--- config.mk ---
export PLATFORM = sky130hd
export DESIGN_NAME = expstate_mailbox
export DESIGN_NICKNAME = d
export VERILOG_FILES = /design/src/rtl/expstate_mbox_pkg.sv /design/src/rtl/expstate_mailbox_fifo.sv /design/src/rtl/expstate_mailbox.sv
export SDC_FILE = /design/constraint.sdc
export NUM_CORES = 1
export LEC_CHECK = 0
export BUFFER_PORTS_ARGS = -buffer_cell sky130_fd_sc_hd__buf_2
export CAP_MARGIN = 5
export CORE_MARGIN = 10
export CORE_UTILIZATION = 50
export CTS_BUF_LIST = sky130_fd_sc_hd__clkbuf_2 sky130_fd_sc_hd__clkbuf_4 sky130_fd_sc_hd__clkbuf_8
export DETAILED_ROUTE_END_ITERATION = 10
export GPL_TIMING_DRIVEN = 0
export PLACE_DENSITY = 0.71
export SLEW_MARGIN = 40
export SYNTH_ARGS = -nofsm -noshare
export SYNTH_HDL_FRONTEND = slang
export SYNTH_SLANG_ARGS = --single-unit
--- constraint.sdc ---
create_clock -name CLK -period 4.3 [get_ports CLK]
set_input_delay 0.43 -clock CLK [delete_from_list [all_inputs] [get_ports CLK]]
set_output_delay 0.43 -clock CLK [all_outputs]
set_load 0.05 [all_outputs]
--- src/rtl/expstate_mbox_pkg.sv ---
// Shared constants, helpers and types for the core0 -> core1 expstate mailbox.
package expstate_mbox_pkg;

  localparam int WIDTH_DEF   = 32;
  localparam int DEPTH_DEF   = 4;
  localparam int IRQ_GAP_DEF = 2;

  function automatic int clog2(input int value);
    int r;
    r = 0;
    while ((1 << r) < value) r++;
    return r;
  endfunction

  typedef logic [WIDTH_DEF-1:0] mbox_word_t;

endpackage

--- src/rtl/expstate_mailbox_fifo.sv ---
// Synchronous FIFO with a registered head word; storage itself is never reset.
module mbox_fifo
  import expstate_mbox_pkg::*;
#(
  parameter int WIDTH = WIDTH_DEF,
  parameter int DEPTH = DEPTH_DEF
) (
  input  logic                   i_clk,
  input  logic                   i_rst,
  input  logic                   i_push,
  input  logic                   i_pop,
  input  logic [WIDTH-1:0]       i_din,
  output logic [WIDTH-1:0]       o_head,
  output logic [clog2(DEPTH):0]  o_count,
  output logic [clog2(DEPTH):0]  o_next_count,
  output logic                   o_full,
  output logic                   o_empty
);

  localparam int AW = clog2(DEPTH);
  localparam int CW = AW + 1;

  logic [WIDTH-1:0] r_mem [DEPTH];
  logic [AW-1:0]    r_rd;
  logic [AW-1:0]    r_wr;
  logic [CW-1:0]    r_count;
  logic [WIDTH-1:0] r_head;

  logic             w_pop_eff;
  logic             w_push_eff;
  logic [AW-1:0]    w_rd_next;
  logic [CW-1:0]    w_next_count;

  assign o_full     = (r_count == CW'(DEPTH));
  assign o_empty    = (r_count == '0);
  // A push into a full FIFO is only accepted when a pop frees the slot.
  assign w_pop_eff  = i_pop && !o_empty;
  assign w_push_eff = i_push && (!o_full || w_pop_eff);
  assign w_rd_next  = w_pop_eff ? r_rd + AW'(1) : r_rd;
  assign w_next_count = r_count + CW'(w_push_eff) - CW'(w_pop_eff);

  always_ff @(posedge i_clk) begin
    if (w_push_eff) r_mem[r_wr] <= i_din;
  end

  always_ff @(posedge i_clk or posedge i_rst) begin
    if (i_rst) begin
      r_rd    <= '0;
      r_wr    <= '0;
      r_count <= '0;
      r_head  <= '0;
    end else begin
      if (w_pop_eff)  r_rd <= w_rd_next;
      if (w_push_eff) r_wr <= r_wr + AW'(1);
      r_count <= w_next_count;
      // Head holds its last value once the FIFO drains.
      if (w_next_count != '0)
        r_head <= (w_push_eff && (r_wr == w_rd_next)) ? i_din : r_mem[w_rd_next];
    end
  end

  assign o_head       = r_head;
  assign o_count      = r_count;
  assign o_next_count = w_next_count;

endmodule

--- src/rtl/expstate_mailbox.sv ---
// Captures every change of core0's TIE_EXPSTATE into a FIFO and raises
// BInterrupt06 to core1 while entries are pending, with a post-drain low gap.
module expstate_mailbox
  import expstate_mbox_pkg::*;
#(
  parameter int               WIDTH     = WIDTH_DEF,
  parameter int               DEPTH     = DEPTH_DEF,
  parameter int               IRQ_GAP   = IRQ_GAP_DEF,
  parameter logic [WIDTH-1:0] PREV_INIT = '0
) (
  input  logic                  CLK,
  input  logic                  BReset,
  input  logic [WIDTH-1:0]      TIE_EXPSTATE,
  input  logic                  MboxPop,
  input  logic                  MboxOvfClr,
  output logic [WIDTH-1:0]      MboxData,
  output logic [clog2(DEPTH):0] MboxCount,
  output logic                  MboxOverflow,
  output logic                  BInterrupt06
);

  localparam int CW = clog2(DEPTH) + 1;
  localparam int GW = clog2(IRQ_GAP + 2);

  logic [WIDTH-1:0] r_prev;
  logic             r_ovf;
  logic [GW-1:0]    r_gap;
  logic             r_irq;

  logic             w_push;
  logic             w_pop_eff;
  logic             w_full;
  logic             w_empty;
  logic [CW-1:0]    w_next_count;
  logic [GW-1:0]    w_next_gap;
  logic             w_ovf_set;

  assign w_push    = (TIE_EXPSTATE != r_prev);
  assign w_pop_eff = MboxPop && !w_empty;
  assign w_ovf_set = w_push && w_full && !w_pop_eff;

  mbox_fifo #(
    .WIDTH (WIDTH),
    .DEPTH (DEPTH)
  ) u_fifo (
    .i_clk        (CLK),
    .i_rst        (BReset),
    .i_push       (w_push),
    .i_pop        (MboxPop),
    .i_din        (TIE_EXPSTATE),
    .o_head       (MboxData),
    .o_count      (MboxCount),
    .o_next_count (w_next_count),
    .o_full       (w_full),
    .o_empty      (w_empty)
  );

  // The gap only restarts when the last entry leaves and nothing replaces it.
  always_comb begin
    w_next_gap = r_gap;
    if (w_pop_eff && (MboxCount == CW'(1)) && !w_push)
      w_next_gap = GW'(IRQ_GAP);
    else if (r_gap != '0)
      w_next_gap = r_gap - GW'(1);
  end

  always_ff @(posedge CLK or posedge BReset) begin
    if (BReset) begin
      r_prev <= PREV_INIT;
      r_ovf  <= 1'b0;
      r_gap  <= '0;
      r_irq  <= 1'b0;
    end else begin
      r_prev <= TIE_EXPSTATE;
      if (w_ovf_set)       r_ovf <= 1'b1;
      else if (MboxOvfClr) r_ovf <= 1'b0;
      r_gap <= w_next_gap;
      r_irq <= (w_next_count != '0) && (w_next_gap == '0);
    end
  end

  assign MboxOverflow = r_ovf;
  assign BInterrupt06 = r_irq;

endmodule

==> run_results.csv, run 1 <==
group,metric,value,unit
grt,antenna_found_initial,0,
floorplanning,die_y,155.6,um
final_layout,layout_common_cells,"edfxtp_1, buf_2, dfrtp_1, nand2_1, clkbuf_8",
route,drt_first_pass_iters,5,
logic_synthesis,ys_ff_latch,203,
logic_synthesis,synth_area,9198,um2
sta,final.period_utilization,96.33,%
worst_setup_path,timing.rr.start,"r_prev[20]",
logic_synthesis,ys_seq_area_share,62.20,%
floorplanning,fp.coreArea,18020,um2
worst_setup_path,critical_path_required,4.71,ns
placed_design,hpwl,16.35,mm
route,vias_per_cell,6.187,
floorplanning,die_w,155.6,um
placed_design,port_buffers,72,
clock_tree,htreeDepth,2,
route,totalWireLength,25.30,mm
logic_synthesis,synth-async-reset-ratio,36.95,%
sta,slew_headroom,53.62,%
power_and_ir_drop,power_frac_comb,50.2,%
final_layout,layout_commonest_cell,"edfxtp_1",
grt,grt_first_pass_wirelength,39.21,mm
logic_synthesis,avgSynthCellArea,12.36,um2
logic_synthesis,syn_nets,787,
final_layout,syn2layout_area_growth,15.48,%
clock_tree,clock_latency,0.52,ns
final_layout,finalNetCount,898,
clock_tree,clock-sinks,203,
final_layout,insertedDiodeCount,0,
sta,slew_viol_final,0,
grt,grt_usage,20.48,%
power_and_ir_drop,p_clk_share,18.1,%
power_and_ir_drop,switching_power,4.329,mW
logic_synthesis,synth_edf_count,128,
worst_setup_path,r2r-end,"u_fifo.o_head[23]",
power_and_ir_drop,peakVddDrop,0.0006965,V
power_and_ir_drop,p_per_area,930.2,nW/um2
clock_tree,cts-buffers-inserted,36,
grt,grt_max_degree,41,
worst_hold_path,hold_depth,1,
route,vias,6861,
clock_tree,cts_tree,"yes",
floorplanning,initial_utilization,51.03,%
power_and_ir_drop,p_int,5.551,mW
worst_setup_path,crit_type,"reg2reg",
route,first_iter_violations,878,
grt,overflow,0,
final_layout,final_layout_size_suffix_gt1_share,18.75,%
route,antenna_left,0,
power_and_ir_drop,p_sw_share,43.82,%
sta,setup_viol,0,
sta,skew,0.01541,ns
clock_tree,cts-root-buf,"clkbuf_8",
logic_synthesis,postSynthCellCount,744,
power_and_ir_drop,seq_power_share,31.7,%
worst_hold_path,min_to,"r_prev[26]",
sta,hold_violations,0,
floorplanning,dieArea,24220,um2
status,status,"finished clean",
logic_synthesis,ys.flop_type,"edfxtp_1",
clock_tree,clockBufferDepth,3,
worst_setup_path,rr_worst_depth,16,
worst_hold_path,min_from,"TIE_EXPSTATE[26]",
logic_synthesis,synth.distinct_cells,41,
sta,rsz0062_at_grt,"no",
route,drc_errors,0,
worst_setup_path,r2r_setup_slack,0.16,ns
placed_design,globalplace.congestion,0.8619,
worst_setup_path,crit_path_end_kind,"register",
worst_hold_path,hp-class,"in2reg",
sta,fmax,241.4,MHz
power_and_ir_drop,p_leak,4.058,nW
floorplanning,io_pins,73,
logic_synthesis,yosysWarnings,0,
route,wl_per_cell,22.82,um
sta,hold_ws,0.1002,ns
clock_tree,clkSlewWorstSetupHoldPaths,0.06,ns
placed_design,placed_area,9889,um2
worst_setup_path,crit_arrival,4.55,ns
sta,period_minus_slack,4.142,ns
final_layout,final_area,10620,um2
grt,first_global_vias,6859,
sta,worst_pin_slew,0.6894,ns
worst_setup_path,worst_setup_path_start_kind,"register",
worst_setup_path,critical_path_peak_fanout,10,
final_layout,num-fill-cells,1521,
job,timing.max_cap.violations,0,
floorplanning,rows,49,
-- power by group through the flow --
stage | combinational [mW] | sequential, mW | clock, mW
global placement | 4.77 | 3.16 | 0
floorplan | 2.91 | 3.74 | 0
global route | 5.35 | 3.19 | 1.90
finish | 4.96 | 3.13 | 1.78
CTS | 4.93 | 3.13 | 1.80
detailed placement | 4.90 | 3.16 | 0
-- worst max-delay path, cell delays in order (launching register included) --
cell and delay (ns):
dfrtp_1 0.37, xor2_1 0.16, nor4_1 0.63, nand4_1 0.28, o21ai_4 0.32, inv_2 0.10, clkbuf_1 0.25, ha_1 0.28
inv_1 0.07, fa_1 0.18, xnor2_1 0.13, xnor2_1 0.18, or3_1 0.14, clkbuf_2 0.26, buf_2 0.31, o21ai_1 0.16
o22a_1 0.20
-- through the flow --
stage               instances  power [mW]  TNS, ns  setup slack (ns)  utilization (%)
finish                   1109       9.880        0            0.1577            58.93
global route             1109       10.44        0           0.03603            58.93
CTS                      1110       9.864        0            0.1357            58.89
detailed placement       1046       8.060   -9.996           -0.4725            54.87
global placement         1045       7.935   -7.631           -0.4112            54.62
floorplan                 744       6.650        0            0.5328                -
-- state kept, by name (all words and copies together) (netlist names) --
signal	cells
BInterrupt06	1
u_fifo.o_count	3
r_gap	2
u_fifo.r_wr	2
r_prev	32
u_fifo.o_head	32
MboxOverflow	1
u_fifo.r_rd	2
u_fifo.r_mem	128
-- Yosys cell counts (2+ instances only) --
cell type	instances	area, um2
a211oi_1	32	240.2
a21oi_1	31	155.2
a221oi_1	30	262.8
a2bb2oi_1	30	262.8
and2_1	4	25.02
buf_1	10	37.54
buf_2	11	55.05
buf_4	4	30.03
clkbuf_1	41	153.9
dfrtp_1	75	1877
edfxtp_1	128	3844
ha_1	6	75.07
inv_1	9	33.78
inv_2	2	7.510
mux2i_1	32	320.3
mux4_2	2	45.04
nand2_1	67	251.5
nand4_1	4	25.02
nor2_1	35	131.4
nor3_1	33	165.2
nor4_1	9	56.30
o211ai_1	2	15.01
o21ai_0	4	20.02
o21ai_1	30	150.1
o22a_1	30	262.8
o31ai_1	30	225.2
or3_1	2	12.51
xnor2_1	6	52.55
xor2_1	33	289.0
-- layout make-up --
cell class | instances | area [um2] | area share [%]
buffer | 65 | 282.8 | 2.662
clock buffer | 55 | 650.6 | 6.126
clock inverter | 8 | 57.56 | 0.5419
inverter | 11 | 46.29 | 0.4359
multi-input combinational | 464 | 3187 | 30.00
sequential | 203 | 5720 | 53.86
tap | 229 | 286.5 | 2.698
timing repair buffer | 74 | 390.4 | 3.675
-- worst max-delay path by stage --
stage,depth (start not counted),startpoint,to,slack (ns)
finish,16,r_prev[20],u_fifo.o_head[23],0.16
global route,16,r_prev[22],u_fifo.o_head[23],0.04
CTS,15,u_fifo.o_count[1],u_fifo.o_head[12],0.14
detailed placement,17,MboxPop,u_fifo.o_head[23],-0.47
global placement,17,TIE_EXPSTATE[20],u_fifo.o_head[23],-0.41
floorplan,15,u_fifo.o_count[1],u_fifo.o_head[0],0.53
-- logic make-up after synthesis --
| family | synth area share, % |
|---|---|
| AOI/OAI and AO/OA | 18.08 |
| DFF | 62.20 |
| muxes | 3.972 |
| adders and majority gates | 1.034 |
| buffers and inverters | 3.455 |
| and+or+nand+nor | 7.550 |
| xor gates and xnor gates | 3.714 |
-- metal layers --
metal  global-route usage [%]  routed length, um
met5                        0                  0
met4                    7.442                708
met3                    4.163               2358
met2                    32.04              11730
met1                    27.71              10510
-- timing repair --
item	in CTS	in global routing
setup buffers	0	0
hold buffers	1	0
setup endpoints to repair	32	31
resized for setup	6	8
hold endpoints to repair	39	0
pin swaps	0	0
Note: power is estimated with default switching activity, not from simulation.
==> inputs of run 2 (changes only) <==
Settings changed: CTS_BUF_LIST sky130_fd_sc_hd__clkbuf_2 sky130_fd_sc_hd__clkbuf_4 sky130_fd_sc_hd__clkbuf_8 to sky130_fd_sc_hd__clkbuf_4 sky130_fd_sc_hd__clkbuf_8 sky130_fd_sc_hd__clkbuf_16.
==> run 2 against run 1 <==
Net effect: global-route usage shrank 0.24 points; count of clock-buffer cells in the layout shrank 18; combinational power is essentially flat; register-to-register slack gained 0.07 ns; critical path depth shrank 2; non-clock buffer count is the same; utilization grew 0.35 points; final cell count shrank 2.1%; first-iteration DRC count grew 4.9%; power grew 2.0%; critical path type unchanged; largest cell class unchanged; highest routed layer unchanged.
==> run_results.csv, run 2 (synthesis results as in run 1) <==
group,metric,value,unit
status,status,"finished clean",
sta,worst_pin_slew,0.6930,ns
worst_setup_path,critical_path_peak_fanout,10,
final_layout,syn2layout_area_growth,16.16,%
grt,antenna_found_initial,0,
floorplanning,die_w,155.6,um
placed_design,placed_area,9889,um2
sta,period_minus_slack,4.072,ns
sta,slew_headroom,53.80,%
sta,hold_violations,0,
floorplanning,rows,49,
sta,final.period_utilization,94.70,%
clock_tree,cts_tree,"yes",
clock_tree,cts-buffers-inserted,22,
clock_tree,clock-sinks,203,
power_and_ir_drop,p_per_area,943.4,nW/um2
route,drt_first_pass_iters,6,
final_layout,largest_reg_flops,128,
sta,skew,0.01039,ns
route,drc_errors,0,
sta,finalWorstSetupSlack,0.2277,ns
grt,grt_first_pass_wirelength,39.00,mm
final_layout,finalNetCount,884,
final_layout,layout_common_cells,"edfxtp_1, buf_2, dfrtp_1, nand2_1",
route,vias_per_cell,6.229,
worst_setup_path,crit_family,"buffers and inverters",
clock_tree,clock_latency,0.50,ns
route,dr_wl_met3,2.387,mm
placed_design,globalplace.congestion,0.8619,
grt,first_global_vias,6727,
floorplanning,fp.coreArea,18020,um2
final_layout,insertedDiodeCount,0,
grt,grt_max_degree,41,
worst_setup_path,worst_setup_path_start_kind,"register",
route,totalWireLength,25.09,mm
final_layout,utilization,59.27,%
route,met2_length,11.74,mm
sta,setup_viol,0,
worst_setup_path,crit_type,"reg2reg",
placed_design,pre_cts_ws,-0.4725,ns
clock_tree,htreeDepth,1,
worst_setup_path,slowest_delay,0.48,ns
route,vias,6765,
job,timing.max_cap.violations,0,
final_layout,final_area,10680,um2
power_and_ir_drop,peakVddDrop,0.0006944,V
worst_setup_path,crit_buf_inv,6,
placed_design,port_buffers,72,
route,maxUsedRoutingLayer,"met4",
grt,overflow,0,
clock_tree,clkSlewWorstSetupHoldPaths,0.06,ns
worst_setup_path,critical_path_required,4.68,ns
sta,slew_viol_final,0,
floorplanning,dieArea,24220,um2
worst_hold_path,hp-class,"in2reg",
floorplanning,initial_utilization,51.03,%
worst_setup_path,worstPathCellList,"o31ai_2, inv_2, clkbuf_1, clkbuf_2, ha_1, inv_1, ha_1, inv_1, fa_1, xnor2_1, xnor2_1, or3_4, clkbuf_1, o22a_1",
route,wirelength_met1,10.39,mm
route,antenna_left,0,
route,wl_per_cell,23.10,um
placed_design,hpwl,16.35,mm
sta,rsz0062_at_grt,"no",
clock_tree,cts-root-buf,"clkbuf_16",
power_and_ir_drop,total_power,10.08,mW
clock_tree,clockBufferDepth,3,
worst_setup_path,critPathSlowestCell,"dfrtp_1",
final_layout,num-fill-cells,1496,
final_layout,final_layout_size_suffix_gt1_share,17.04,%
route,first_iter_violations,921,
worst_setup_path,crit_path_end_kind,"register",
sta,fin_tns_setup,0,ns
grt,grt_usage,20.23,%
floorplanning,io_pins,73,
sta,fmax,245.6,MHz
floorplanning,die_y,155.6,um
worst_setup_path,crit_arrival,4.46,ns
power_and_ir_drop,p_leak,4.067,nW
final_layout,layout_commonest_cell,"edfxtp_1",
final_layout,largest-register,"u_fifo.r_mem",
## run 2: final timing paths
kind                                         from           endpoint  slack [ns]  depth (start not counted)
worst max register to register  u_fifo.o_count[1]  u_fifo.o_head[10]        0.23                         14
min in group asynchronous                  BReset          r_prev[2]        0.50                          3
max in group asynchronous                  BReset  u_fifo.o_head[14]        3.25                          4
worst min-delay path             TIE_EXPSTATE[18]         r_prev[18]        0.12                          1
worst max-delay path            u_fifo.o_count[1]  u_fifo.o_head[10]        0.23                         14
worst min register to register           r_gap[1]       BInterrupt06        0.45                          1
## run 2: worst register-to-register path, delay by kind of cell, from the launching register on
family,cells,cell delay (ns)
simple gates,1,0.44
fa+ha+maj,3,0.82
xor+xnor,2,0.31
flops,1,0.48
buf+inv,6,1.48
compound gates,2,0.43
## run 2: final cells by class
cell class / count / area, um2 / area share, %
clock buffers: 37 / 711.9 / 6.664
repair buffers: 74 / 390.4 / 3.654
multi-input cells: 464 / 3184 / 29.80
well taps: 229 / 286.5 / 2.682
flip-flops and latches: 203 / 5720 / 53.54
clock inverters: 3 / 65.06 / 0.6090
inverters: 11 / 46.29 / 0.4333
plain buffers: 65 / 279.0 / 2.612
## run 2: repair_timing
action | in CTS | in global routing
hold endpoints to repair | 39 | 0
gates resized for setup | 5 | 1
hold buffers | 1 | 0
setup endpoints to repair | 32 | 32
buffers inserted | 0 | 0
## run 2: metrics by stage
stage / hold WS, ns / std cells
6_report: 0.1176 / 1086
4_1_cts: 0.1068 / 1086
5_1_grt: 0.1068 / 1086
2_1_floorplan: 0.4241 / 744
3_5_place_dp: 0.4522 / 1046
3_3_place_gp: 0.4383 / 1045
## run 2: per-layer routing
layer / vias to the layer above / track usage [%]
met3: 52 / 4.108
met2: 395 / 32.16
li1: 3045 / -
met5: - / 0
met1: 3273 / 27.55
met4: 0 / 5.838
## run 2: report_power, final
| group | internal, mW | leakage (nW) | switching [mW] |
|---|---|---|---|
| sequential | 2.86 | 2.08 | 0.265 |
| combinational | 1.67 | 1.60 | 3.31 |
| clock | 1.25 | 0.393 | 0.733 |
